## src/rtl/fb_pkt_arbiter.sv

```systemverilog
// Packet-level round-robin arbiter joining NUM_IN feedback-bus sources onto one stream.
// Starved ports whose pending packet waits too long are drained and dropped.
module fb_pkt_arbiter #(
    parameter int NUM_IN     = 4,
    parameter int DW         = 32,
    parameter int DROP_AFTER = 1024
) (
    input  logic                 clk,
    input  logic                 rstf,
    input  logic [NUM_IN*DW-1:0] t_data,
    input  logic [NUM_IN-1:0]    t_valid,
    input  logic [NUM_IN-1:0]    t_last,
    output logic [NUM_IN-1:0]    t_ready,
    input  logic [NUM_IN-1:0]    port_en,
    output logic [DW-1:0]        i_data,
    output logic                 i_valid,
    output logic                 i_last,
    input  logic                 i_ready,
    output logic [NUM_IN-1:0]    grant,
    output logic [31:0]          pkt_cnt,
    output logic [31:0]          drop_cnt,
    output logic                 dbg_state_o
);

    // Handshakes: a word moves on any interface in a cycle where valid and ready
    // are both high at the clock edge; valid never waits on ready.

    localparam int IW = (NUM_IN > 1) ? $clog2(NUM_IN) : 1;
    localparam int SW = $clog2(DROP_AFTER + 2);

    localparam logic [0:0] S_IDLE = 1'b0;
    localparam logic [0:0] S_PASS = 1'b1;

    localparam logic [SW-1:0] STALL_MAX = '1;
    localparam logic [SW-1:0] DROP_LIM  = SW'(DROP_AFTER);

    logic [0:0]        state_q, state_d;
    logic [IW-1:0]     g_q, g_d;
    logic [IW-1:0]     rr_q, rr_d;
    logic [SW-1:0]     stall_q [NUM_IN];
    logic [SW-1:0]     stall_d [NUM_IN];
    logic [NUM_IN-1:0] dump_q, dump_d;
    logic [31:0]       pkt_cnt_q, pkt_cnt_d;
    logic [31:0]       drop_cnt_q, drop_cnt_d;

    logic [NUM_IN-1:0] over;
    logic [NUM_IN-1:0] elig;
    logic              sel_found;
    logic [IW-1:0]     sel_idx;
    logic [IW-1:0]     cand;
    logic              pass;
    logic              out_done;
    logic              granted_p;

    // A port already past the threshold is kept out of the search so the dump wins.
    always_comb begin
        over = '0;
        for (int p = 0; p < NUM_IN; p++) begin
            over[p] = stall_q[p] > DROP_LIM;
        end
        elig = t_valid & port_en & ~dump_q & ~over;
    end

    always_comb begin
        sel_found = 1'b0;
        sel_idx   = '0;
        cand      = '0;
        for (int i = 1; i <= NUM_IN; i++) begin
            cand = IW'((int'(rr_q) + i) % NUM_IN);
            if (!sel_found && elig[cand]) begin
                sel_found = 1'b1;
                sel_idx   = cand;
            end
        end
    end

    always_comb begin
        pass     = rstf && (state_q == S_PASS);
        i_data   = pass ? t_data[int'(g_q)*DW +: DW] : '0;
        i_valid  = pass && t_valid[g_q];
        i_last   = pass && t_last[g_q];
        grant    = pass ? (NUM_IN'(1) << g_q) : '0;
        out_done = i_valid && i_ready && i_last;
        t_ready  = '0;
        for (int p = 0; p < NUM_IN; p++) begin
            t_ready[p] = rstf && (dump_q[p] || (state_q == S_PASS && g_q == IW'(p) && i_ready));
        end
        pkt_cnt     = rstf ? pkt_cnt_q : '0;
        drop_cnt    = rstf ? drop_cnt_q : '0;
        dbg_state_o = rstf && (state_q == S_PASS);
    end

    always_comb begin
        state_d   = state_q;
        g_d       = g_q;
        rr_d      = rr_q;
        pkt_cnt_d = pkt_cnt_q + 32'(out_done);
        if (state_q == S_IDLE) begin
            if (sel_found) begin
                state_d = S_PASS;
                g_d     = sel_idx;
            end
        end else if (out_done) begin
            state_d = S_IDLE;
            rr_d    = g_q;
        end
    end

    always_comb begin
        drop_cnt_d = drop_cnt_q;
        dump_d     = dump_q;
        granted_p  = 1'b0;
        for (int p = 0; p < NUM_IN; p++) begin
            stall_d[p] = stall_q[p];
            granted_p  = (state_q == S_PASS && g_q == IW'(p)) ||
                         (state_q == S_IDLE && sel_found && sel_idx == IW'(p));
            if (dump_q[p]) begin
                if (t_valid[p] && t_last[p]) begin
                    dump_d[p]  = 1'b0;
                    stall_d[p] = '0;
                    drop_cnt_d = drop_cnt_d + 32'd1;
                end
            end else if (!port_en[p] || granted_p) begin
                stall_d[p] = '0;
            end else if (over[p]) begin
                dump_d[p] = 1'b1;
            end else if (t_valid[p] && state_q == S_PASS && stall_q[p] != STALL_MAX) begin
                stall_d[p] = stall_q[p] + SW'(1);
            end
        end
    end

    always_ff @(posedge clk) begin
        if (!rstf) begin
            state_q    <= S_IDLE;
            g_q        <= '0;
            rr_q       <= IW'(NUM_IN - 1);
            dump_q     <= '0;
            pkt_cnt_q  <= '0;
            drop_cnt_q <= '0;
            for (int p = 0; p < NUM_IN; p++) begin
                stall_q[p] <= '0;
            end
        end else begin
            state_q    <= state_d;
            g_q        <= g_d;
            rr_q       <= rr_d;
            dump_q     <= dump_d;
            pkt_cnt_q  <= pkt_cnt_d;
            drop_cnt_q <= drop_cnt_d;
            stall_q    <= stall_d;
        end
    end

endmodule

```

## config.mk

```make
export PLATFORM = sky130hd
export DESIGN_NAME = fb_pkt_arbiter
export DESIGN_NICKNAME = d
export VERILOG_FILES = /design/src/rtl/fb_pkt_arbiter.sv
export SDC_FILE = /design/constraint.sdc
export NUM_CORES = 1
export LEC_CHECK = 0
export BUFFER_PORTS_ARGS = -buffer_cell sky130_fd_sc_hd__buf_2
export CAP_MARGIN = 40
export CORE_AREA = 2 2 146 148
export DETAILED_ROUTE_END_ITERATION = 8
export DIE_AREA = 0 0 148 150
export PLACE_DENSITY = 0.81
export RECOVER_POWER = 100
export SYNTH_ARGS = -nofsm -noshare
export SYNTH_HDL_FRONTEND = slang
export SYNTH_SLANG_ARGS = --single-unit
```

## constraint.sdc

```tcl
create_clock -name clk -period 9.1 [get_ports clk]
set_input_delay 0.91 -clock clk [delete_from_list [all_inputs] [get_ports clk]]
set_output_delay 0.91 -clock clk [all_outputs]
set_load 0.01 [all_outputs]
```

Word level (Yosys, flattened, before mapping)
Index checks and enable logic that the tools add are counted.
{"block": "word_totals", "latchBits": 0, "ramBits": 0, "elab_cells": 197, "mem_bits_ro": 0, "out_inout_bits": 107, "in_bits": 143, "mem_count": 0, "regBits": 117}
{"block": "op_classes", "n_div": 0, "n_eq_ne": 18, "mul": 0, "add_sub_neg": 13, "n_mux": 71, "n_reduce_logical": 68, "order_cmp": 9, "shift": 2, "bitwise_logic": 6}
{"operator": "32-bit two-way mux", "n": 11}
{"operator": "11-bit two-way mux", "n": 20}
{"operator": "32-bit by 1-bit adder with 32-bit output (second input constant)", "n": 4}
{"operator": "128-bit by 8-bit variable part select with 32-bit output", "n": 1}
{"operator": "11-bit by 1-bit adder with 11-bit output (second input constant)", "n": 4}
{"operator": "11-bit greater-than comparator (second input constant)", "n": 4}
{"operator": "11-bit inequality test (second input constant)", "n": 4}
{"operator": "1-bit logical AND", "n": 37}
{"operator": "32-bit by 1-bit adder with 32-bit output", "n": 1}
{"operator": "1-bit two-way mux", "n": 29}
{"operator": "2-bit by 3-bit less-than comparator with 1-bit output (second input constant)", "n": 5}
{"operator": "4-bit bitwise AND", "n": 3}
{"operator": "1-bit binary-select mux with 2-bit select", "n": 6}
{"operator": "1-bit logical OR", "n": 12}
{"operator": "3-bit by 2-bit inequality test with 1-bit output (second input constant)", "n": 4}
{"operator": "3-bit AND reduction", "n": 4}
{"operator": "3-bit nonzero test", "n": 4}
{"operator": "2-bit equality test (second input constant)", "n": 4}
{"operator": "2-bit two-way mux", "n": 4}
{"operator": "2-bit by 1-bit inequality test with 1-bit output (second input constant)", "n": 4}
{"operator": "4-bit inverter", "n": 2}
{"operator": "1-bit zero test", "n": 7}
{"operator": "2-bit by 1-bit adder with 2-bit output (second input constant)", "n": 2}
{"operator": "2-bit adder (second input constant)", "n": 2}
{"operator": "other kinds (6)", "n": 9}

Logic depth before layout (Yosys ltp)
Gate-level depths: netlist of the first run.
{"block": "logic_depth", "depth_word": 21, "mapped_depth": 20, "depth_no_buf": 18}

Least setup slack after synthesis of the first run
Ideal clock, no wire load.
{"block": "synth_timing", "kind": "input to register", "from": "input t_last[0]", "to": "register drop_cnt_q[25]", "path_buffers": 3, "setup_slack_ns": 3.752, "setup_ns": 0.128, "arrival_time_ns": 5.221, "t_required_ns": 8.972, "stages": 18, "cell_sequence": "buf_2 nand3_1 xnor2_1 ha_1 nand4_1 a211o_1 nor4_1 xnor2_1 and4b_1 clkbuf_1 o21ai_1 a22oi_1 or4bb_1 or3b_2 clkbuf_1 nor3b_1 xor2_1 nor2_1"}
{"block": "synth_between", "elab_chain_len": 12}
{"item": "from (decl)", "line": "12", "source": "input logic [NUM_IN-1:0] t_last,"}
{"item": "1-bit logical AND *", "line": "118", "source": "if (t_valid[p] && t_last[p]) begin"}
{"item": "32-bit two-way mux *", "line": "118"}
{"item": "32-bit two-way mux *", "line": "117", "source": "if (dump_q[p]) begin"}
{"item": "32-bit by 1-bit adder with 32-bit output", "line": "121", "source": "drop_cnt_d = drop_cnt_d + 32'd1;"}
{"item": "32-bit two-way mux", "line": "118"}
{"item": "32-bit two-way mux *", "line": "117"}
{"item": "32-bit by 1-bit adder with 32-bit output", "line": "121"}
{"item": "32-bit two-way mux", "line": "118"}
{"item": "32-bit two-way mux *", "line": "117"}
{"item": "32-bit by 1-bit adder with 32-bit output", "line": "121"}
{"item": "32-bit two-way mux", "line": "118"}
{"item": "32-bit two-way mux *", "line": "117"}
{"item": "to (signal assigned)", "line": "150", "source": "drop_cnt_q <= drop_cnt_d;"}
{"item": "to (decl)", "line": "44", "source": "logic [31:0] drop_cnt_q, drop_cnt_d;"}
Every way passes the cells marked *; elsewhere a longest branch is shown, timed or not.
A chain may end at the register's enable or synchronous reset.

Worst setup path after layout of the first run
{"block": "layout_timing", "from": "input t_valid[0]", "to": "register drop_cnt_q[29]"}
{"block": "layout_between", "elab_chain_len": 12}
{"item": "from (decl)", "line": "11", "source": "input logic [NUM_IN-1:0] t_valid,"}
{"item": "1-bit logical AND *", "line": "118"}
{"item": "32-bit two-way mux *", "line": "118"}
{"item": "32-bit two-way mux *", "line": "117"}
{"item": "32-bit by 1-bit adder with 32-bit output", "line": "121"}
{"item": "32-bit two-way mux", "line": "118"}
{"item": "32-bit two-way mux *", "line": "117"}
{"item": "32-bit by 1-bit adder with 32-bit output", "line": "121"}
{"item": "32-bit two-way mux", "line": "118"}
{"item": "32-bit two-way mux *", "line": "117"}
{"item": "32-bit by 1-bit adder with 32-bit output", "line": "121"}
{"item": "32-bit two-way mux", "line": "118"}
{"item": "32-bit two-way mux *", "line": "117"}
Marked as above.

==> results.md, run 1 <==
- Vias: 10925
- Failing checks: max-capacitance violations, max-slew violations
- Max Slew Vio Count: 135
- Synth top area share: 0.231
- Max-cap viol count: 3
- Clk_lat worst skew: around 0.43 ns
- Die Width: ~150 microns
- Post-layout util: 0.584
- Hold endpoint: stall_q[32]
- RSZ-0062 raised after global routing: false
- Measured slew at the worst slew-check pin: approximately 3.1 ns
- Row cnt: 53
- Initial DRC Count: 973
- Fin area: between 10000 and 15000 sq um
- Synthesized instance count: 1283
- Sink Count: around 120
- Max VDD drop: about 120 uV
- Asr flop ratio synth: 0
- CTS buffer count: 17
- Critical Path Max Stage Delay: between 1.5 and 2 ns
- Worst-path clk slew: 0.06 ns
- Final hold viol count: 0
- Routability cong.: between 1 and 1.5
- Area grow syn2layout: 19.2%
- Tmin final: ~7.1 ns
- Status: finished with violations
- Final clock skew: around 0.02 ns
- CP startpoint kind: input port
- Ports: 250
- Detail Route Antenna Nets: 0
- Cells on worst reg2reg path: 13
- Initial antenna violation count: 13
- Power Density: 116 nW/um^2
- Syn Nets: roughly 1400
- Initial Utilization: 0.490
- 1st-pass router iterations: 6
- Setup CP Type: in2reg
- Layout Nets: 1658
- Die ar.: about 22000 sq um
- Share of layout cells above drive strength 1: 0.192
- Synth unique cells: between 80 and 90
- Die Ht: around 150 microns
- Period utilisation layout: 0.782
- Hold path depth: 2
- CTS tree: done
- GR Util All Layers: 0.332
- Max Root-Sink Buffers: 2
- Power share of the combinational group: 0.130
- Crit Reg-Reg Startpoint: drop_cnt_q[2]
- #FFs+latches synth: 117
- Syn avg cell area: roughly 7.9 sq um
- Vias per cell: 6.06
- Setup Fix Bufs, Post-CTS: 0
- Top cells by area, synth: dfxtp_1, mux4_2, xnor2_1, xor2_1, nor2_1
- Core Footprint: a little over 20000 sq um
- Detailed Route WL: 37600 microns
- H-tree levels: 4
- TNS Setup: 0 ns
- Clock root cell: clkbuf_16
- Lkg Pwr: ~4.2 nW
- Fmax: approximately 140 MHz
- Clock power frac: 0.495
- CTS Hold Bufs: 0
- Worst Path Required: ~9.5 ns
- HPWL Detailed: approximately 29000 microns
- Grt total ovfl: 0
- CP max FO: 13
- Post-synth EDFFs: 0
- Post-Syn Area: between 10000 and 15000 sq um
- Placed instance area: roughly 12000 sq um
- Cell taking the most area after synthesis: dfxtp_1
- Hold Startpoint: stall_q[32]
- Hold Path Class: reg2reg
- Sw Ratio: 0.277
- Reg power frac: 0.375
- Final setup vio count: 0
- WL per Instance: 20.8 microns
- Count leader, synth: nor2_1
- I/O Buffers: 249
- Post-synth top flop: dfxtp_1
- First-pass GRT wire length: about 57000 microns
- Vias in the first global route: between 10000 and 15000
- Crit path DAT: approximately 7.5 ns
- PostCTS Resize Cnt: 0
- YS warnings: 0
- Register area share after synthesis: 0.231
- Max_slew headroom: -1.08
- Net switching power: 0.389 mW
- CP cell instances: clkbuf_1 -> nand4_1 -> or3_1 -> a2111oi_0 -> nor4_1 -> nor3_1 -> nand4b_1 -> nor2_1 -> a31o_2 -> a22oi_1 -> nor4b_1 -> or4b_4 -> nor4_2 -> mux2i_1
- Synth cell count leaders: nor2_1, dfxtp_1, nand2_1, xnor2_1, and2_1
- Reg2Reg Setup Slack: around 2.3 ns
- Maximum number of pins on one net before global-route repair: 86
- Internal: between 1 and 1.5 mW
- Crit. End Element: flip-flop
- Reg-to-reg critical path endpoint: drop_cnt_q[29]
- Final routed DRC violation total: 0
- CP max stage cell: a2111oi_0
-- power groups by stage --
stage                     logic, mW  clock network [mW]  registers [mW]
after floorplan               0.113                   0           0.529
after global placement        0.176                   0           0.540
after detailed placement      0.181                   0           0.537
after CTS                     0.182               0.701           0.525
after global routing          0.195               0.728           0.527
final                         0.183               0.694           0.526
-- registers in the layout (all words and copies together) (netlist names) --
signal and flops:
state_q 1, rr_q 2, g_q 2, dump_q 4, stall_q 44, drop_cnt_q 32, pkt_cnt_q 32
-- worst max path at each step --
stage / from / end / cells after the start / slack (ns)
floorplan: t_last[0] / drop_cnt_q[25] / 18 / 3.75
global placement: t_valid[0] / drop_cnt_q[25] / 14 / 3.15
detailed placement: t_valid[0] / drop_cnt_q[25] / 14 / 2.99
CTS: drop_cnt_q[2] / drop_cnt_q[25] / 13 / 3.35
global route: t_valid[0] / drop_cnt_q[29] / 14 / 1.43
finish: t_valid[0] / drop_cnt_q[29] / 14 / 1.98
-- through the flow --
step | std cells | worst slack [ns] | hold WS [ns] | power, mW
floorplan | 1283 | 3.75 | 0.436 | 0.642
global placement | 1756 | 3.15 | 0.461 | 0.716
detailed placement | 1757 | 2.99 | 0.466 | 0.718
CTS | 1789 | 3.35 | 0.480 | 1.41
global route | 1802 | 1.43 | 0.512 | 1.45
finish | 1804 | 1.98 | 0.487 | 1.40
-- cell families after synthesis --
logic type / count (synthesis) / share of synthesized area
and+or+nand+nor: 709 / 0.389
xor gates and xnor gates: 157 / 0.138
AOI/OAI and AO/OA: 151 / 0.102
DFF: 117 / 0.231
buffers and inverters: 90 / 0.0349
muxes: 45 / 0.0870
adders and majority gates: 14 / 0.0173
-- layout make-up --
class | instances | area, sq um
antenna | 15 | 37.5
tap | 275 | 344
sequential | 117 | 2340
fill | 1951 | 8610
clock buffer | 18 | 429
clock inverter | 14 | 166
multi-input combinational | 1076 | 7410
inverter | 30 | 113
timing repair buffer | 259 | 1240
-- critical path, delay by kind of cell --
family                 cells  cell delay [ns]
muxes                      1             0.20
and+or+nand+nor            9             3.82
AOI/OAI and AO/OA          3             2.06
buffers and inverters      1             0.47
-- per-layer routing --
metal / wire length, microns / vias up / GRT usage
met1: 14600 / 5095 / 0.391
met5: 0 / - / 0
met2: 17000 / 588 / 0.536
met4: 2740 / 0 / 0.238
met3: 3310 / 145 / 0.0723
li1: - / 5097 / -
-- layout by cell type, fill, tap and decap left out, types with 6 or more instances in the layout --
cell type  count
mux2i_1        6
and4_1        22
o211ai_1       8
a211oi_1       6
ha_1          14
diode_2       15
inv_1         30
clkbuf_1      75
dfxtp_1      115
a31oi_1       16
and3_1        23
clkbuf_16     17
o31ai_1        9
inv_6          6
o31a_1         6
nand3_1       76
and2_1        41
nor2_1       163
and2_0        41
nor4_1        24
o21ai_0       22
mux4_2        34
nand2b_1      13
nand2_1       94
nand4_1       47
nor4b_1        7
nor3_1        41
nor4_2         8
nor3b_1        9
a21oi_1       32
nor2b_1       45
xor2_1        73
or3_1         15
or4_1          8
buf_2        177
xnor2_1       82
a21o_1         7
buf_4          7
Power figures use the tool's default switching activity.
==> inputs of run 2 (changes only) <==
- PLACE_DENSITY: 0.81 -> 0.84
- clock period: 9.1 -> 6.1 ns (I/O delays scaled with it)
==> run 2 against run 1 <==
  * The flow still finishes with violations (max-capacitance violations, max-slew violations)
  * Count of clock-buffer cells in the layout shrank 1
  * First-iteration DRC count shrank 4.6%
  * Critical endpoint is now drop_cnt_q[25]
  * Sequential power grew 48%
  * Setup slack lost 1.4 ns
  * Critical path depth grew 1
==> results.md, run 2 (synthesis gave the netlist of run 1 again) <==
- Lkg Pwr: 4.36 nW (+2.9%)
- Final routed DRC violation total: 0 (unchanged)
- Vias per cell: 6.10 (+0.78%)
- Reg-to-reg critical path endpoint: drop_cnt_q[25]
- Share of layout cells above drive strength 1: 0.204 (+0.0120)
- Reg power frac: 0.363 (-0.012)
- Detailed Route WL: 38000 microns (+1.1%)
- Layout Nets: 1672 (+0.84%)
- Hold endpoint: stall_q[21]
- Commonest non-fill, non-tap cell in the layout: buf_2
- Final hold viol count: 0 (unchanged)
- Ports: 250 (unchanged)
- Hold Path Class: reg2reg
- Hold Startpoint: stall_q[21]
- Max Root-Sink Buffers: 2 (unchanged)
- Cells on worst reg2reg path: 15 (+2)
- Crit Reg-Reg Startpoint: dump_q[0]
- Power share of the combinational group: 0.129 (about the same)
- Die Ht: 150 microns (unchanged)
- Initial Utilization: 0.490 (unchanged)
- CTS Hold Bufs: 0 (unchanged)
- Reg2Reg Setup Slack: 0.54 ns (-1.76 ns)
- Worst Path Required: 6.38 ns (-3.07 ns)
- Commonest cells after routing, fill and taps aside: buf_2, nor2_1, dfxtp_1
- Vias: 11047 (+1.1%)
- CTS buffer count: 17 (unchanged)
- TNS Setup: 0 ns (unchanged)
- Core Footprint: 20700 sq um (unchanged)
- GR Util All Layers: 0.336 (+0.00432)
- RSZ-0062 raised after global routing: false
- Maximum number of pins on one net before global-route repair: 85 (-1.2%)
- CTS tree: done
- Final Non-Filler Cells: 1810 (+0.33%)
- Fmax: 180 MHz
- H-tree levels: 4 (unchanged)
- PostCTS Resize Cnt: 0 (unchanged)
- Worst-path clk slew: 0.07 ns (about the same)
- Final setup vio count: 0 (unchanged)
- Period utilisation layout: 0.911
- Max-cap viol count: 2 (-1)
- Max Slew Vio Count: 125 (-7.4%)
- Internal: 1.53 mW (+51%)
- Tmin final: approximately 5.6 ns
- Setup CP Type: reg2reg
- Crit path DAT: 5.84 ns (-1.63 ns)
- HPWL Detailed: 30200 microns (+2.5%)
- CP max FO: 12 (-1)
- Max_slew headroom: -1.02 (+0.0657)
- Clock power frac: 0.507 (+0.012)
- Power Density: 175 nW/um^2 (+51%)
- Biggest register: stall_q
- CP startpoint kind: flip-flop
- Failing checks: max-capacitance violations, max-slew violations
- Grt total ovfl: 0 (unchanged)
- Crit. End Element: flip-flop
- Die Width: 148 microns (unchanged)
- Routability cong.: 1.01 (-3.8%)
- Clk_lat worst skew: 0.43 ns (about the same)
- Vias in the first global route: 10079 (-0.76%)
- I/O Buffers: 249 (unchanged)
- Measured slew at the worst slew-check pin: 3.02 ns (-0.0986 ns)
- Row cnt: 53 (unchanged)
- 1st-pass router iterations: 7 (+1)
- Max VDD drop: 173 uV (+47%)
- First-pass GRT wire length: 57500 microns (+1.5%)
- Largest registers: stall_q (44), drop_cnt_q (32), pkt_cnt_q (32)
- Hold path depth: 2 (unchanged)
- Sw Ratio: 0.288 (+0.0103)
- Final clock skew: 0.0124 ns (-0.00769 ns)
- Sink Count: 117 (unchanged)
- Net switching power: 0.616 mW (+58%)
- Clock root cell: clkbuf_16
- Area grow syn2layout: 20.5%
- Detail Route Antenna Nets: 0 (unchanged)
- WL per Instance: 21.0 microns (+0.77%)
- Post-Place Cells: 1771 (+0.80%)
- Die ar.: 22200 sq um (unchanged)
- Max reg flops: 44 (unchanged)
- Setup Fix Bufs, Post-CTS: 0 (unchanged)
- Initial antenna violation count: 7 (-6)
- Initial DRC Count: 928 (-4.6%)
- Status: finished with violations
-- run 2: metal layers --
metal  track usage  share of wire  up-vias
met5             0              0        -
met4         0.180          0.058        0
met3        0.0655          0.084      111
met2         0.580           0.48      548
met1         0.394           0.38     5261
li1              -              -     5127
-- run 2: cell type report --
class | instances | area [sq um]
Fill cell | 1979 | 8480
Multi-Input combinational cell | 1076 | 7430
Sequential cell | 117 | 2340
Timing Repair Buffer | 273 | 1340
Clock buffer | 17 | 425
Tap cell | 275 | 344
Clock inverter | 15 | 201
Inverter | 30 | 113
Antenna cell | 7 | 17.5
-- run 2: worst max path at each step --
| stage | from | end | cells after the start |
|---|---|---|---|
| final | dump_q[0] | drop_cnt_q[25] | 15 |
| after global routing | rstf | t_ready[3] | 5 |
| after CTS | dump_q[0] | drop_cnt_q[25] | 15 |
| after detailed placement | t_valid[0] | drop_cnt_q[25] | 16 |
| after global placement | t_valid[0] | drop_cnt_q[25] | 16 |
| after floorplan | t_last[0] | drop_cnt_q[25] | 18 |
-- run 2: power groups by stage --
stage | clock network [mW] | logic [mW] | registers, mW
finish | 1.09 | 0.277 | 0.778
global route | 1.13 | 0.298 | 0.779
CTS | 1.09 | 0.278 | 0.778
global placement | 0 | 0.269 | 0.799
floorplan | 0 | 0.169 | 0.789
detailed placement | 0 | 0.277 | 0.795
-- run 2: critical path, cell delays in order (launching register included) --
cell     delay (ns)
dfxtp_1        0.63
nand3_1        0.20
xnor2_1        0.31
ha_1           0.34
nand4_1        0.25
a211o_1        0.43
nor4_1         0.38
xnor2_1        0.27
and4b_1        0.45
o21ai_0        0.19
a22oi_1        0.26
or4bb_1        0.60
or3b_2         0.63
nor3b_1        0.27
xor2_1         0.16
nor2_1         0.05
-- run 2: stage by stage --
step           instance area (sq um)   util  total power, mW  hold WS [ns]  setup slack, ns
2_1_floorplan                  10100      -            0.958         0.436             1.05
3_3_place_gp                   11700  0.563             1.07         0.455            0.604
3_5_place_dp                   11700  0.564             1.07         0.465            0.493
4_1_cts                        12300  0.595             2.15         0.486            0.684
5_1_grt                        12200  0.590             2.21         0.505            0.104
6_report                       12200  0.590             2.14         0.497            0.542
==> inputs of run 3 (changes only) <==
==> constraint.sdc (replaced) <==
create_clock -name clk -period 6.1 [get_ports clk]
set_input_delay 0.61 -clock clk [delete_from_list [all_inputs] [get_ports clk]]
set_output_delay 0.61 -clock clk [all_outputs]
set_load 0.02 [all_outputs]
==> run 3 against run 2 <==
  * The run still ends with max-capacitance violations, max-slew violations left
  * Non-clock buffer count stayed put
  * Count of clock-buffer cells in the layout stayed put
  * Sequential share of layout area barely moved
  * Cell count is the same
  * Sequential cell count unchanged
  * Combinational power increased by 4%
  * Die area unchanged
  * Hold slack got worse by 0.0015 ns
  * Largest power group unchanged
==> results.md, run 3 (synthesis gave the netlist of run 1 again) <==
- Crit Reg-Reg Startpoint: dump_q[0]
- Hold Startpoint: stall_q[21]
- Hold Path Class: reg2reg
- Power Density: 176 nW/um^2 (+0.57%)
- Setup CP Type: reg2reg
- Detailed Route WL: 38100 microns (+0.27%)
- Tot Pwr: 2.15 mW (+0.50%)
- Die ar.: 22200 sq um (unchanged)
- Initial Utilization: 0.490 (unchanged)
- Lkg Pwr: 4.33 nW (-0.87%)
- Area grow syn2layout: 20.4% (about the same)
- Reg2Reg Setup Slack: 0.47 ns (-0.07 ns)
- WL met1: 14700 microns (+1.2%)
- CP max FO: 12 (unchanged)
- Vias: 11030 (-0.15%)
- Final clock skew: 0.0117 ns (-0.000681 ns)
- Crit. End Element: flip-flop
- Worst-path clk slew: 0.06 ns (about the same)
- Grt total ovfl: 0 (unchanged)
- Fmax: 178 MHz (-1.3%)
- Period utilisation layout: 0.923 (+0.0119)
- Ports: 250 (unchanged)
- CP cell instances: nand3_1 -> xnor2_1 -> ha_1 -> nand4_1 -> a211o_1 -> nor4_1 -> xnor2_1 -> and4b_1 -> o21ai_0 -> a22oi_1 -> or4bb_1 -> or3b_2 -> nor4_1 -> xnor2_1 -> and2_1
- Status: finished with violations
- Commonest cells after routing, fill and taps aside: buf_2, nor2_1, dfxtp_1
- Register Area: 2340 sq um (unchanged)
- Worst Path Required: 6.42 ns (+0.04 ns)
- TNS Setup: 0 ns (unchanged)
- Clock root cell: clkbuf_16
- Tmin final: 5.63 ns (+0.0728 ns)
- CTS Hold Bufs: 0 (unchanged)
- CTS tree: done
- HPWL Detailed: 30200 microns (unchanged)
- Die Ht: 150 microns (unchanged)
- Hold endpoint: stall_q[21]
- Initial DRC Count: 913 (-1.6%)
- Max_slew headroom: -0.0816 (+0.934)
- Cells on worst reg2reg path: 15 (unchanged)
- Layout Nets: 1672 (unchanged)
- Largest registers: stall_q (44), drop_cnt_q (32), pkt_cnt_q (32)
- Met3 WL: 3080 microns (-3.2%)
- Max Root-Sink Buffers: 2 (unchanged)
- Placed instance area: 11700 sq um (unchanged)
- Final setup vio count: 0 (unchanged)
- GR Util All Layers: 0.336 (unchanged)
- Detail Route Antenna Nets: 0 (unchanged)
- # fillers: 1974 (-0.25%)
- CTS buffer count: 17 (unchanged)
- Core Footprint: 20700 sq um (unchanged)
- Sink Count: 117 (unchanged)
- CP max stage cell: dfxtp_1
- Vias in the first global route: 10079 (unchanged)
- WL per Instance: 21.1 microns (+0.27%)
- Maximum number of pins on one net before global-route repair: 85 (unchanged)
- Measured slew at the worst slew-check pin: 1.62 ns (-1.40 ns)
- Share of layout cells above drive strength 1: 0.197 (-0.00654)
- Reg-to-reg critical path endpoint: drop_cnt_q[23]
- Cell mode on critical path: xnor2_1
- Die Width: 148 microns (unchanged)
- Max Slew Vio Count: 83 (-34%)
- First-pass GRT wire length: 57500 microns (unchanged)
- I/O Buffers: 249 (unchanged)
- PostCTS Resize Cnt: 0 (unchanged)
- Max reg flops: 44 (unchanged)
- Commonest non-fill, non-tap cell in the layout: buf_2
- Setup Fix Bufs, Post-CTS: 0 (unchanged)
- H-tree levels: 4 (unchanged)
- RSZ-0062 raised after global routing: false
- Crit path DAT: 5.95 ns (+0.11 ns)
- WL met2: 18200 microns (+0.35%)
- Top routing layer in use: met4
- Initial antenna violation count: 7 (unchanged)
- Multi-input gate area: 7420 sq um (about the same)
- Max-cap viol count: 2 (unchanged)
- Routability cong.: 1.01 (unchanged)
- Max VDD drop: 172 uV (-0.71%)
- CP startpoint kind: flip-flop
- Fin area: 12200 sq um (about the same)
- Biggest register: stall_q
- 1st-pass router iterations: 8 (+1)
- Critical Path Max Stage Delay: 0.64 ns (about the same)
- Final hold viol count: 0 (unchanged)
- Final routed DRC violation total: 0 (unchanged)
- Failing checks: max-capacitance violations, max-slew violations
- Clk_lat worst skew: 0.43 ns (about the same)
- Hold path depth: 2 (unchanged)
- Vias per cell: 6.09 (-0.15%)
- Row cnt: 53 (unchanged)
-- run 3: worst max-delay path, delay by kind of cell (launching register included) --
family                   cells  cell delay, ns
AO/OA/AOI/OAI                3            0.88
AND/OR/NAND/NOR              8            2.99
flip-flops                   1            0.64
XOR/XNOR                     3            0.70
adder cells (fa/ha/maj)      1            0.34
-- run 3: layout make-up --
| cell class | instances | share of cell area |
|---|---|---|
| Antenna cell | 7 | 0.00144 |
| Clock buffer | 17 | 0.0349 |
| Clock inverter | 15 | 0.0165 |
| Inverter | 30 | 0.00923 |
| Multi-Input combinational cell | 1076 | 0.608 |
| Sequential cell | 117 | 0.192 |
| Tap cell | 275 | 0.0282 |
| Timing Repair Buffer | 273 | 0.109 |
-- run 3: report_power, final --
group	total, mW	internal [mW]	leakage [nW]	switching [mW]
combinational	0.288	0.128	3.07	0.161
clock	1.09	0.629	0.309	0.456
sequential	0.778	0.769	0.944	0.00979
-- run 3: how the worst max path moves through the flow --
stage,startpoint,end,cells after the start
detailed placement,t_valid[0],drop_cnt_q[25],16
global route,dump_q[0],drop_cnt_q[23],15
floorplan,t_last[0],drop_cnt_q[25],18
finish,dump_q[0],drop_cnt_q[23],15
global placement,t_valid[0],drop_cnt_q[25],16
CTS,dump_q[0],drop_cnt_q[25],15
-- run 3: per-stage QoR --
stage | setup slack [ns] | hold WS [ns] | utilization | instances
final | 0.469 | 0.495 | 0.590 | 1810
after CTS | 0.684 | 0.486 | 0.595 | 1803
after global placement | 0.604 | 0.455 | 0.563 | 1770
after detailed placement | 0.493 | 0.465 | 0.564 | 1771
after floorplan | 1.05 | 0.436 | - | 1283
after global routing | 0.112 | 0.505 | 0.590 | 1809
-- run 3: metal layers --
layer / vias up / track usage
met3: 112 / 0.0655
li1: 5119 / -
met2: 556 / 0.580
met4: 0 / 0.180
met5: - / 0
met1: 5243 / 0.394
